**src/rtl/imdct_output_reader.sv**
```systemverilog
// Streams a completed IMDCT granule out of the sample RAM in time-major order,
// applying polyphase frequency inversion, over a valid/ready handshake.
module imdct_output_reader #(
   parameter int NUM_SB    = 32,
   parameter int NUM_SLOTS = 18,
   parameter int DATA_W    = 18,
   parameter int ADDR_W    = 10,
   parameter int FREQ_INV  = 1
) (
   input  logic              clk,
   input  logic              rst,
   input  logic              start,
   output logic              rd_en,
   output logic [ADDR_W-1:0] rd_addr,
   input  logic [DATA_W-1:0] rd_data,
   output logic [DATA_W-1:0] sample_out,
   output logic              sample_valid,
   input  logic              sample_ready,
   output logic [4:0]        sb_idx,
   output logic [4:0]        slot_idx,
   output logic              last,
   output logic              busy,
   output logic              done
);

   typedef enum logic [2:0] {
      IDLE    = 3'd0,
      READ    = 3'd1,
      CAPTURE = 3'd2,
      OUT     = 3'd3,
      FINISH  = 3'd4
   } state_t;

   state_t state, next_state;

   logic [4:0]               sb, slot;
   logic                     handshake;
   logic                     last_pos;
   logic                     invert;
   logic signed [DATA_W-1:0] rd_s;

   // The most negative code has no positive counterpart, so it clamps to max.
   function automatic logic signed [DATA_W-1:0] negate_sat(input logic signed [DATA_W-1:0] x);
      if (x == {1'b1, {(DATA_W-1){1'b0}}})
         return {1'b0, {(DATA_W-1){1'b1}}};
      else
         return -x;
   endfunction

   assign rd_s      = rd_data;
   assign handshake = (state == OUT) && sample_ready;
   assign last_pos  = (sb == 5'(NUM_SB-1)) && (slot == 5'(NUM_SLOTS-1));
   assign invert    = (FREQ_INV != 0) && sb[0] && slot[0];
   assign rd_addr   = ADDR_W'(sb) * ADDR_W'(NUM_SLOTS) + ADDR_W'(slot);

   always_ff @(posedge clk) begin
      if (!rst)
         state <= IDLE;
      else
         state <= next_state;
   end

   always_ff @(posedge clk) begin
      if (!rst) begin
         sb   <= '0;
         slot <= '0;
      end else if (state == IDLE && start) begin
         sb   <= '0;
         slot <= '0;
      end else if (handshake && !last_pos) begin
         if (sb == 5'(NUM_SB-1)) begin
            sb   <= '0;
            slot <= slot + 5'd1;
         end else begin
            sb <= sb + 5'd1;
         end
      end
   end

   // Output registers are loaded only in CAPTURE so they hold through any stall.
   always_ff @(posedge clk) begin
      if (!rst) begin
         sample_out <= '0;
         sb_idx     <= '0;
         slot_idx   <= '0;
         last       <= 1'b0;
      end else if (state == CAPTURE) begin
         sample_out <= invert ? negate_sat(rd_s) : rd_s;
         sb_idx     <= sb;
         slot_idx   <= slot;
         last       <= last_pos;
      end
   end

   always_comb begin
      next_state   = state;
      rd_en        = 1'b0;
      sample_valid = 1'b0;
      done         = 1'b0;
      busy         = (state != IDLE);
      case (state)
         IDLE:    if (start) next_state = READ;
         READ: begin
            rd_en      = 1'b1;
            next_state = CAPTURE;
         end
         CAPTURE: next_state = OUT;
         OUT: begin
            sample_valid = 1'b1;
            if (sample_ready)
               next_state = last_pos ? FINISH : READ;
         end
         FINISH: begin
            done       = 1'b1;
            next_state = IDLE;
         end
         default: next_state = IDLE;
      endcase
   end

endmodule

```
**config.mk**
```make
export PLATFORM = sky130hd
export DESIGN_NAME = imdct_output_reader
export DESIGN_NICKNAME = d
export VERILOG_FILES = /design/src/rtl/imdct_output_reader.sv
export SDC_FILE = /design/constraint.sdc
export NUM_CORES = 1
export LEC_CHECK = 0
export CORE_MARGIN = 10
export CORE_UTILIZATION = 34
export DETAILED_ROUTE_END_ITERATION = 6
export PLACE_DENSITY = 0.62
export SLEW_MARGIN = 20
export SYNTH_ARGS = -nofsm -noshare
export SYNTH_HDL_FRONTEND = slang
export SYNTH_SLANG_ARGS = --single-unit
```
**constraint.sdc**
```tcl
create_clock -name clk -period 6.2 [get_ports clk]
set_input_delay 0.93 -clock clk [delete_from_list [all_inputs] [get_ports clk]]
set_output_delay 0.93 -clock clk [all_outputs]
set_load 0.01 [all_outputs]
```
==> run summary, run 1 <==
# diodes -> 0
YS warnings -> 0
Pint -> 0.000424 W
fin crit period -> 3.83 ns
grt ovf -> 0
Post-Synthesis Cell Area -> 2510 um^2
nets@finish -> 391
Fillers -> 750
DP Worst Slack -> 2.67 ns
Mean Syn Cell Area -> 8.39 um^2
clock root buffer -> clkbuf_8
CTS tree -> built
Sw Share -> 26.8%
peak supply drop -> 78.8 uV
PostCTS Resize Cnt -> 0
die area -> 11200 um^2
clock network fraction of design power -> 31.3%
initial antenna violation count -> 0
Unique masters post-synth -> 55
Synth Register Bits -> 42
DIE WIDTH -> 106 um
clock latency on the worst-skew pair -> 0.30 ns
Most used DFF post-synth -> dfxtp_1
logic gate share of total power -> 18.3%
Pins Over Slew Limit -> 0
Hold Path Depth -> 2
share of the synthesized area in the top cell type -> 33.5%
worst reg2reg setup slack -> 4.17 ns
# Post-CTS Setup Buffers -> 0
final critical-path setup slack -> 2.37 ns
pwr/cell area -> 177 nW/um^2
Final Core Density -> 45.5%
worst-path fanout max -> 8
startpoint types -> register
via density per instance -> 5.15
final HPWL from detailed placement -> 5.19 mm
highest clock rate -> 0.261 GHz
IO Count -> 65
setup TNS -> 0 ns
Hold Fails Final Rpt -> 0
H-tree Lvls -> 2
gpl congestion -> 0.829
vias in the first global route -> 2459
final setup skew -> 0.00638 ns
crit path DAT -> 2.90 ns
NetSw -> 0.000155 W
Worst Tran Pin Value -> 0.761 ns
CP endpoint kind -> output pin
CTS Buf Count -> 5
Tcrit/Tclk final -> 61.7%
r2r worst-path depth -> 7
Req. time, crit path -> 5.27 ns
share of layout cells above drive strength 1 -> 5.63%
ys async rst share -> 0%
drt pass-1 iters -> 4
initial drt markers -> 65
outcome -> complete, no violations
num rows -> 31
Hold Crit Class -> reg -> reg
Worst Setup Path Type -> reg -> out
core area -> 7210 um^2
Post-CTS Hold Fix Bufs -> 0
via count -> 2336
max_slew headroom -> 48.9%
Critical Path Sink -> rd_addr[9]
routed len/inst -> 15.2 um
largest net degree at the start of global routing -> 31
Fin Hold WS -> 0.458 ns
Seq/Total Area, Yosys -> 33.5%
Synth Net Count -> 336
final setup vio count -> 0
Buffers on Ports -> 64
Clock Path Buffers -> 2
Clock transition at path regs -> 0.08 ns
Clock Sink Count -> 42
Final ANT Viol Nets -> 0
first-pass GRT wire length -> 11.8 mm
Gate Count Post-Synth -> 299
unrepaired setup endpoints after global routing -> false
Die Span Y -> 106 um
WL final -> 6.91 mm
ranking of synthesized cells by area -> dfxtp_1, ha_1, a21oi_1, xor2_1, nand2_1
Initial Util -> 34.8%
Worst Setup SP -> sb[1]$_SDFFE_PP0N_
Seq pwr share -> 50.5%
Layout area overhead -> 30.8%
Leak Pwr -> 1.20 nW
number of flops mapped to enable cells by yosys -> 0
Reg-to-Reg Start -> sb[0]$_SDFFE_PP0N_
RR Endpoint -> state[0]$_SDFFE_PN0P_
Yosys top cell by area -> dfxtp_1
Global Route Usage Sum -> 12.4%
max-cap violations -> 0
Residual DRC -> 0
power by group through the flow:
stage / logic, W / clock network [W] / registers [W]
floorplan: 0.0000464 / 0 / 0.000300
global placement: 0.000107 / 0 / 0.000298
detailed placement: 0.000107 / 0 / 0.000298
CTS: 0.000108 / 0.000190 / 0.000292
global route: 0.000117 / 0.000199 / 0.000295
finish: 0.000106 / 0.000181 / 0.000292
stage by stage:
stage	power [W]	std cells	instance area, um^2
finish	0.000579	454	3280
detailed placement	0.000406	446	3190
global route	0.000610	454	3280
global placement	0.000405	446	3190
CTS	0.000590	454	3280
floorplan	0.000347	299	2510
placed cells by master (no fill, tap or decap), types with 6 or more instances in the layout:
cell type and instances:
clkbuf_8 6, o21ai_1 9, clkdlybuf4s50_1 64, a31oi_1 9, ha_1 13, o21ai_0 16, a21oi_1 32, inv_1 9
nor2_1 19, nand2_1 30, nand4_1 6, nand3_1 8, dfxtp_1 42, xnor2_1 10, xor2_1 13
routing by layer:
metal | GRT usage (%) | share of wire [%] | routed length [um] | vias up
li1 | - | - | - | 1179
met3 | 5.56 | 8.7 | 603 | 6
met1 | 14.2 | 43 | 3000 | 1099
met4 | 2.90 | 0.74 | 51 | 0
met2 | 20.7 | 47 | 3250 | 52
met5 | 0 | 0 | 0 | -
synthesized netlist by cell type (all sizes together), types with 2 or more instances:
cell and number:
nor4 5, o31ai 4, fa 2, nor2 19, clkbuf 7, o21bai 2, and2 5, and3b 2
nand4 6, dfxtp 42, o21a 2, a31oi 9, nand2 30, o21ai 25, o211ai 2, ha 13
nand3 8, buf 10, a211oi 2, nor3 5, or2 2, a21oi 32, xnor2 10, xor2 13
nor3b 5, a21o 2, nand2b 3, or3 4, inv 9, or4 4
flip-flops by register name, indices dropped and copies added (netlist names):
name        flops
slot            5
sb              5
state           3
sb_idx          5
slot_idx        5
sample_out     18
last            1
cells by family after synthesis:
| kind of cell | Yosys count | share of synthesized area [%] |
|---|---|---|
| adders and majority gates | 15 | 8.08 |
| DFF | 42 | 33.5 |
| xor gates and xnor gates | 23 | 8.03 |
| and+or+nand+nor | 104 | 23.4 |
| AOI/OAI and AO/OA | 87 | 21.1 |
| muxes | 2 | 0.848 |
| buffers and inverters | 26 | 4.99 |
worst max-delay path, cell delays in order (launching register included):
cell	delay (ns)
dfxtp_1	0.49
ha_1	0.29
ha_1	0.22
fa_1	0.58
nand3_1	0.13
o32ai_1	0.30
clkdlybuf4s50_1	0.59
how the worst min path moves through the flow:
stage                                start                        to  slack, ns
floorplan             slot[4]$_SDFFE_PP0P_  slot_idx[4]$_SDFFE_PN0P_       0.47
global placement    sb_idx[2]$_SDFFE_PN0P_    sb_idx[2]$_SDFFE_PN0P_       0.45
detailed placement  sb_idx[3]$_SDFFE_PN0P_    sb_idx[3]$_SDFFE_PN0P_       0.45
CTS                 sb_idx[3]$_SDFFE_PN0P_    sb_idx[3]$_SDFFE_PN0P_       0.46
global route        sb_idx[1]$_SDFFE_PN0P_    sb_idx[1]$_SDFFE_PN0P_       0.48
finish              sb_idx[1]$_SDFFE_PN0P_    sb_idx[1]$_SDFFE_PN0P_       0.46
area by class of cell:
cell class                 count  area, um^2  area share (%)
clock inverter                 1        5.00           0.153
multi-input combinational    231        1540            47.0
timing repair buffer          65         648            19.8
sequential                    42         841            25.6
tap                           99         124            3.78
clock buffer                   7        86.3            2.63
inverter                       9        33.8            1.03
Note: power is estimated with default switching activity, not from simulation.
==> run 2, diff against run 1 <==
--- a/config.mk
+++ b/config.mk
@@ -8,7 +8,7 @@
 export CORE_MARGIN = 10
 export CORE_UTILIZATION = 34
 export DETAILED_ROUTE_END_ITERATION = 6
-export PLACE_DENSITY = 0.62
+export PLACE_DENSITY = 0.64
 export SLEW_MARGIN = 20
 export SYNTH_ARGS = -nofsm -noshare
 export SYNTH_HDL_FRONTEND = slang
==> constraint.sdc (replaced) <==
create_clock -name clk -period 3.4 [get_ports clk]
set_input_delay 0.51 -clock clk [delete_from_list [all_inputs] [get_ports clk]]
set_output_delay 0.51 -clock clk [all_outputs]
set_load 0.01 [all_outputs]
==> run 2 against run 1 <==
Effect of this change:
- combinational power increased by 84%
- final cell count increased by 0.66%
- first-iteration DRC count increased by 32%
- global-route usage increased by 0.15 points
- critical path type unchanged
- largest cell class unchanged
- highest routed layer unchanged
==> run summary, run 2 (synthesis gave the netlist of run 1 again) <==
outcome -> complete, no violations
via density per instance -> 5.19 (+0.92%)
routed len/inst -> 15.3 um (+0.64%)
initial antenna violation count -> 0 (unchanged)
pwr/cell area -> 340 nW/um^2 (+93%)
grt ovf -> 0 (unchanged)
final setup vio count -> 0 (unchanged)
M3 GR Usage -> 5.13% (-0.42 points)
unrepaired setup endpoints after global routing -> false
slowest stage cell, crit path -> clkdlybuf4s50_1
max-cap violations -> 0 (unchanged)
core area -> 7210 um^2 (unchanged)
Pins Over Slew Limit -> 0 (unchanged)
IO Count -> 65 (unchanged)
gpl congestion -> 0.811 (-2.2%)
Residual DRC -> 0 (unchanged)
clock latency on the worst-skew pair -> 0.30 ns (about the same)
clock root buffer -> clkbuf_8
Pint -> 0.000830 W (+96%)
CP endpoint kind -> output pin
Clock Sink Count -> 42 (unchanged)
placed cell count -> 449 (+0.67%)
number of flip-flops in the largest register -> 18 (unchanged)
Tcrit/Tclk final -> 93.2%
peak supply drop -> 292 uV (+270%)
final HPWL from detailed placement -> 5.21 mm (+0.39%)
Worst Setup Path Type -> reg -> out
Layout area overhead -> 32.7%
Leak Pwr -> 1.24 nW (+3.8%)
GRT busiest layer -> met2
startpoint types -> register
fin cells -> 457 (+0.66%)
Clock transition at path regs -> 0.08 ns (about the same)
Seq pwr share -> 47.1% (-3.4 points)
final critical-path setup slack -> 0.232 ns (-2.14 ns)
first-pass GRT wire length -> 12.1 mm (+2.8%)
clock network fraction of design power -> 35.7% (+4.4 points)
Sw Share -> 26.7% (-0.098 points)
Hold Crit Class -> reg -> reg
# diodes -> 0 (unchanged)
met1 Usage GRT -> 14.7% (+0.45 points)
fin crit period -> 3.17 ns
largest register by flop count -> sample_out
drt pass-1 iters -> 4 (unchanged)
vias in the first global route -> 2480 (+0.85%)
CTS Buf Count -> 5 (unchanged)
DIE WIDTH -> 106 um (unchanged)
# Post-CTS Setup Buffers -> 0 (unchanged)
critical path's largest stage delay -> 0.55 ns (-0.04 ns)
Buffers on Ports -> 64 (unchanged)
final setup skew -> 0.00558 ns (-0.000800 ns)
highest clock rate -> 0.316 GHz
Post-CTS Hold Fix Bufs -> 0 (unchanged)
initial drt markers -> 86 (+32%)
Final Core Density -> 46.1% (+0.68 points)
WL final -> 7.00 mm (+1.3%)
logic gate share of total power -> 17.2% (-1.1 points)
DP Worst Slack -> 0.336 ns (-2.34 ns)
share of layout cells above drive strength 1 -> 7.26% (+1.6 points)
Req. time, crit path -> 2.89 ns (-2.38 ns)
Initial Util -> 34.8% (unchanged)
max_slew headroom -> 48.9% (about the same)
crit path DAT -> 2.66 ns (-0.24 ns)
Global Route Usage Sum -> 12.5% (+0.15 points)
Final ANT Viol Nets -> 0 (unchanged)
crit path cell chain -> ha_1, ha_1, fa_1, xor2_1, nand4_1, xor2_1, clkdlybuf4s50_1
most common cell after layout, fill and taps aside -> clkdlybuf4s50_1
die area -> 11200 um^2 (unchanged)
met2 Track Usage GR -> 20.9% (+0.22 points)
PostCTS Resize Cnt -> 0 (unchanged)
num rows -> 31 (unchanged)
Clock Path Buffers -> 2 (unchanged)
Hold Fails Final Rpt -> 0 (unchanged)
Die Span Y -> 106 um (unchanged)
most frequent cells in the layout -> clkdlybuf4s50_1, dfxtp_1, a21oi_1, nand2_1, nor2_1
CTS tree -> built
worst-path fanout max -> 6 (-2)
nets@finish -> 394 (+0.77%)
NetSw -> 0.000303 W (+95%)
Worst Tran Pin Value -> 0.761 ns (-0.000118 ns)
via count -> 2373 (+1.6%)
largest net degree at the start of global routing -> 31 (unchanged)
H-tree Lvls -> 2 (unchanged)
setup TNS -> 0 ns (unchanged)
-- run 2: power groups by stage --
stage,combinational [W],clock (W),sequential (W)
3_3_place_gp,0.000196,0,0.000544
2_1_floorplan,0.0000846,0,0.000547
6_report,0.000195,0.000405,0.000533
4_1_cts,0.000198,0.000419,0.000533
5_1_grt,0.000215,0.000438,0.000537
3_5_place_dp,0.000197,0,0.000544
-- run 2: layout make-up --
| cell class | instances | area, um^2 |
|---|---|---|
| Clock buffer | 5 | 68.8 |
| Fill cell | 743 | 3880 |
| Clock inverter | 3 | 43.8 |
| Timing Repair Buffer | 68 | 673 |
| Sequential cell | 42 | 843 |
| Multi-Input combinational cell | 231 | 1540 |
| Tap cell | 99 | 124 |
| Inverter | 9 | 33.8 |
-- run 2: stage by stage --
| step | power, W | area, um^2 | hold slack [ns] |
|---|---|---|---|
| after global routing | 0.00119 | 3330 | 0.486 |
| after global placement | 0.000740 | 3210 | 0.445 |
| after CTS | 0.00115 | 3320 | 0.460 |
| final | 0.00113 | 3330 | 0.456 |
| after floorplan | 0.000632 | 2510 | 0.471 |
| after detailed placement | 0.000741 | 3210 | 0.447 |
-- run 2: routing by layer --
metal / vias up / share of wire [%]
met3: 7 / 9.1
met4: 0 / 0.86
met2: 79 / 49
met1: 1101 / 41
met5: - / 0
li1: 1186 / -
-- run 2: worst max-delay path: cells and delay by family, from the launching register on --
family                     cells  cell delay [ns]
DFF                            1             0.36
xor gates and xnor gates       2             0.38
and+or+nand+nor                1             0.14
adders and majority gates      3             0.94
buffers and inverters          1             0.55
-- run 2: final timing paths --
check | start | endpoint | slack, ns | depth (start not counted)
hold reg to reg | sb_idx[3]$_SDFFE_PN0P_ | sb_idx[3]$_SDFFE_PN0P_ | 0.46 | 2
setup / recovery | sb[4]$_SDFFE_PP0N_ | rd_addr[8] | 0.23 | 7
setup reg to reg | sb[1]$_SDFFE_PP0N_ | sb[1]$_SDFFE_PP0N_ | 1.44 | 8
hold / removal | sb_idx[3]$_SDFFE_PN0P_ | sb_idx[3]$_SDFFE_PN0P_ | 0.46 | 2
==> RTL edit 1 (flow settings as in run 1) <==
Set the parameter `FREQ_INV` to 0 (it was 1).
--- a/src/rtl/imdct_output_reader.sv
+++ b/src/rtl/imdct_output_reader.sv
@@ -5,7 +5,7 @@
    parameter int NUM_SLOTS = 18,
    parameter int DATA_W    = 18,
    parameter int ADDR_W    = 10,
-   parameter int FREQ_INV  = 1
+   parameter int FREQ_INV  = 0
 ) (
    input  logic              clk,
    input  logic              rst,
Behaviour: same outputs for any inputs over 10 cycles, from zero or initial values and one cycle with rst low; that may be too few to reach the edited logic, so the function may still have changed.
==> RTL edit 1 against run 1 <==
Wire length decreased by 24%; worst setup slack got worse by 0.25 ns; sequential share of layout area increased by 3.7 points; total power decreased by 1.4%; cell area decreased by 12%; largest cell class unchanged; sequential cell count unchanged; clock power increased by 14%; synthesized area decreased by 16%.
==> RTL edit 1: results (changes against run 1) <==
GPL Wtd Cong -> 0.785 (was 0.829)
Slew HR -> 0.571 (was 0.489)
Post-synthesis compound-gate area fraction -> 0.190 (was 0.211)
Via count -> 1806 (was 2336)
Clk cell area share -> 0.0370 (was 0.0278)
Post-layout util -> 0.479 (was 0.455)
Commonest cells post-synth -> nand2_1, dfxtp_1, a21boi_0 (was dfxtp_1, a21oi_1, nand2_1)
Reg power frac -> 0.500 (was 0.505)
Wire length of the first global-routing pass -> 8800 um (was 11800 um)
Hold worst-path end -> sample_out[11] (was sb_idx[1])
GR met2 Demand/Resource -> 0.173 (was 0.207)
Synth Area in XOR/XNOR -> 0.0456 (was 0.0803)
Cell area power density -> 199 nW/um^2 (was 177 nW/um^2)
Placed insts -> 369 (was 446)
Multi-input combinational area share -> 0.408 (was 0.470)
CP arrival -> 3.14 ns (was 2.90 ns)
Dpl cell area -> 2770 sq um (was 3190 sq um)
Seq/Total Area, Yosys -> 0.398 (was 0.335)
Ys Warns -> 0 (unchanged)
Mapped Cells -> 244 (was 299)
Multi-input gates -> 183 (was 231)
Post-Synth Adder-Cell Area -> 0.0901 (was 0.0808)
Worst-Skew Late Latency -> 0.28 ns (was 0.30 ns)
R2R Setup Slk -> 3.97 ns (was 4.17 ns)
HPWL after DPL -> 3810 um (was 5190 um)
F_max -> 246 MHz (was 261 MHz)
Syn nets -> 280 (was 336)
Hold path start -> sample_out[11] (was sb_idx[1])
Reg2reg path depth -> 7 (unchanged)
Drt first-iter violations -> 92 (was 65)
Status -> completed (unchanged)
Met2 Routed Length -> 2570 um (was 3250 um)
Yosys cell types -> 44 (was 55)
Pin count of the biggest net entering global routing -> 32 (was 31)
Synth area leaders -> dfxtp_1, nand2_1, a21boi_0 (was dfxtp_1, ha_1, a21oi_1)
Final Skew -> 0.00556 ns (was 0.00638 ns)
Hold slack -> 0.463 ns (was 0.458 ns)
Internal power -> 440 uW (was 424 uW)
Post-route total power -> 571 uW (was 579 uW)
Clock Path Buffers -> 2 (unchanged)
GRT Resource Usage Total -> 0.107 (was 0.124)
FILL cells -> 594 (was 750)
Non-clk bufs -> 65 (unchanged)
Post-synthesis mux area share -> 0.00948 (was 0.00848)
Leakage Power -> 0.00110 uW (was 0.00120 uW)
M1 GR Usage -> 0.129 (was 0.142)
Max FFs per register -> 18 (unchanged)
Met1 WL -> 2300 um (was 3000 um)
Pre-CTS setup slack -> 2.42 ns (was 2.67 ns)
Vias in the first global route -> 1714 (was 2459)
Nets -> 337 (was 391)
Layout cells sized above 1 -> 0.0563 (about the same)
Clock Power Share -> 0.363 (was 0.313)
Critical Path End -> rd_addr[9] (unchanged)
Logic inverters -> 4 (was 9)
RTL edit 1: cell count changes after synthesis, moves of 4 or more:
| cell | run 1 | this run |
|---|---|---|
| nand2_1 | 30 | 63 |
| a21boi_0 | 0 | 28 |
| a21oi_1 | 32 | 5 |
| o21ai_0 | 16 | 4 |
| o21ai_1 | 9 | 0 |
| a31oi_1 | 9 | 1 |
| nor2_1 | 19 | 12 |
| xnor2_1 | 10 | 3 |
| inv_1 | 9 | 3 |
| and2_1 | 5 | 0 |
| nand4_1 | 6 | 1 |
| xor2_1 | 13 | 8 |
| or3_1 | 4 | 0 |
RTL edit 1: critical path, cell delays in order (launching register included):
cell and delay, ns:
dfxtp_1 0.51, ha_1 0.29, ha_1 0.23, fa_1 0.58
nand3_1 0.09, o21ai_0 0.32, o21ai_0 0.13, o21ai_0 0.17
clkdlybuf4s50_1 0.56
==> RTL edit 2 (flow settings as in run 1) <==
Without the edit above. Re-encode `state_t` (5 states) as Gray code, 3 bits wide.
--- a/src/rtl/imdct_output_reader.sv
+++ b/src/rtl/imdct_output_reader.sv
@@ -24,11 +24,11 @@
 );
 
    typedef enum logic [2:0] {
-      IDLE    = 3'd0,
-      READ    = 3'd1,
-      CAPTURE = 3'd2,
-      OUT     = 3'd3,
-      FINISH  = 3'd4
+      IDLE    = 3'b000,
+      READ    = 3'b001,
+      CAPTURE = 3'b011,
+      OUT     = 3'b010,
+      FINISH  = 3'b110
    } state_t;
 
    state_t state, next_state;
Check against the original RTL: same outputs for any inputs over 10 cycles, from zero or initial values and one cycle with rst low; not proved beyond that.
==> RTL edit 2 against run 1 <==
Maximum frequency increased by 1.9%; global-route usage decreased by 0.59 points; sequential cell count unchanged; synthesized cell count decreased by 8.0%; combinational power decreased by 36%; synthesized area decreased by 8.1%; clock skew increased by 0.0040 ns; largest power group unchanged; wire length decreased by 12%; cell area decreased by 6.4%; critical path type unchanged; total power decreased by 8.9%; cell count decreased by 9.5%; worst setup slack improved by 0.071 ns.
==> RTL edit 2: results (changes against run 1) <==
Commonest cells post-synth -> dfxtp_1, a21oi_1, nand2_1 (unchanged)
M1 GR Usage -> 0.131 (was 0.142)
TritonRoute pass-1 iters -> 4 (unchanged)
HPWL after DPL -> 4580 um (was 5190 um)
Final Skew -> 0.0104 ns (was 0.00638 ns)
Actual slew at the worst max-slew pin -> 0.948 ns (was 0.761 ns)
Drt first-iter violations -> 63 (was 65)
Crit-path max FO -> 7 (was 8)
GRT Resource Usage Total -> 0.118 (was 0.124)
Wire length of the first global-routing pass -> 10100 um (was 11800 um)
Sequential group power -> 281 uW (was 292 uW)
GPL Wtd Cong -> 0.817 (was 0.829)
Net Sw Frac -> 0.260 (was 0.268)
Dpl cell area -> 2980 sq um (was 3190 sq um)
Syn nets -> 312 (was 336)
Post-CTS sizing -> 0 (unchanged)
VDD IR-drop max -> 97.1 uV (was 78.8 uV)
Yosys cell types -> 43 (was 55)
FILL cells -> 672 (was 750)
Met3 Resource Use GR -> 0.0607 (was 0.0556)
R2R Setup Slk -> 4.01 ns (was 4.17 ns)
Pin count of the biggest net entering global routing -> 28 (was 31)
Via count -> 2122 (was 2336)
Seq/Total Area, Yosys -> 0.365 (was 0.335)
Worst Hold Class -> reg -> reg (unchanged)
Leakage Power -> 0.00114 uW (was 0.00120 uW)
Wirelength, routed -> 6070 um (was 6910 um)
Top-area cell type share of the netlist area -> 0.365 (was 0.335)
Synth area leaders -> dfxtp_1, a21oi_1, ha_1 (was dfxtp_1, ha_1, a21oi_1)
GR met2 Demand/Resource -> 0.194 (was 0.207)
Status -> completed (unchanged)
Combinational power -> 67.9 uW (was 106 uW)
Largest stage delay, worst path -> 0.55 ns (was 0.59 ns)
Layout cells sized above 1 -> 0.0509 (was 0.0563)
-- RTL edit 2: layout make-up --
cell class	instances	area share
tap	77	0.0314
clock inverter	3	0.00693
timing repair buffer	64	0.209
clock buffer	5	0.0224
multi-input combinational	212	0.447
sequential	42	0.274
inverter	8	0.00978
-- RTL edit 2: metrics by stage --
stage | setup slack, ns | instances | power, uW | hold WS [ns] | utilization
after floorplan | 3.36 | 275 | 317 | 0.468 | -
after global placement | 2.82 | 403 | 356 | 0.446 | 0.461
after detailed placement | 2.74 | 403 | 356 | 0.447 | 0.461
after CTS | 2.41 | 411 | 536 | 0.458 | 0.475
after global routing | 2.23 | 411 | 554 | 0.469 | 0.475
final | 2.44 | 411 | 528 | 0.455 | 0.475
-- RTL edit 2: path summary, 6_finish.rpt --
path	startpoint	endpoint	depth (start not counted)
setup / recovery	sb[1]	rd_addr[8]	8
hold / removal	slot_idx[3]	slot_idx[3]	2
setup reg to reg	sb[0]	slot[2]	8
hold reg to reg	slot_idx[3]	slot_idx[3]	2
-- RTL edit 2: logic make-up (layout without fill, tap and decap cells) --
kind of cell / count (synthesis) / count (layout) / share of synthesized area
simple gates: 89 / 89 / 0.200
buf+inv: 21 / 80 / 0.0396
fa+ha+maj: 15 / 15 / 0.0880
flops: 42 / 42 / 0.365
xor+xnor: 28 / 28 / 0.106
compound gates: 79 / 79 / 0.197
mux: 1 / 1 / 0.00434
-- RTL edit 2: per-layer routing --
metal	up-vias	share of wire
met5	-	0
met4	0	0.013
met3	6	0.10
met2	59	0.44
met1	982	0.44
li1	1075	-
-- RTL edit 2: critical path, delay by kind of cell (launching register included) --
kind                       cells  cell delay, ns
adders and majority gates      3            0.94
buffers and inverters          1            0.55
xor gates and xnor gates       2            0.40
and+or+nand+nor                1            0.06
DFF                            1            0.49
AOI/OAI and AO/OA              1            0.10
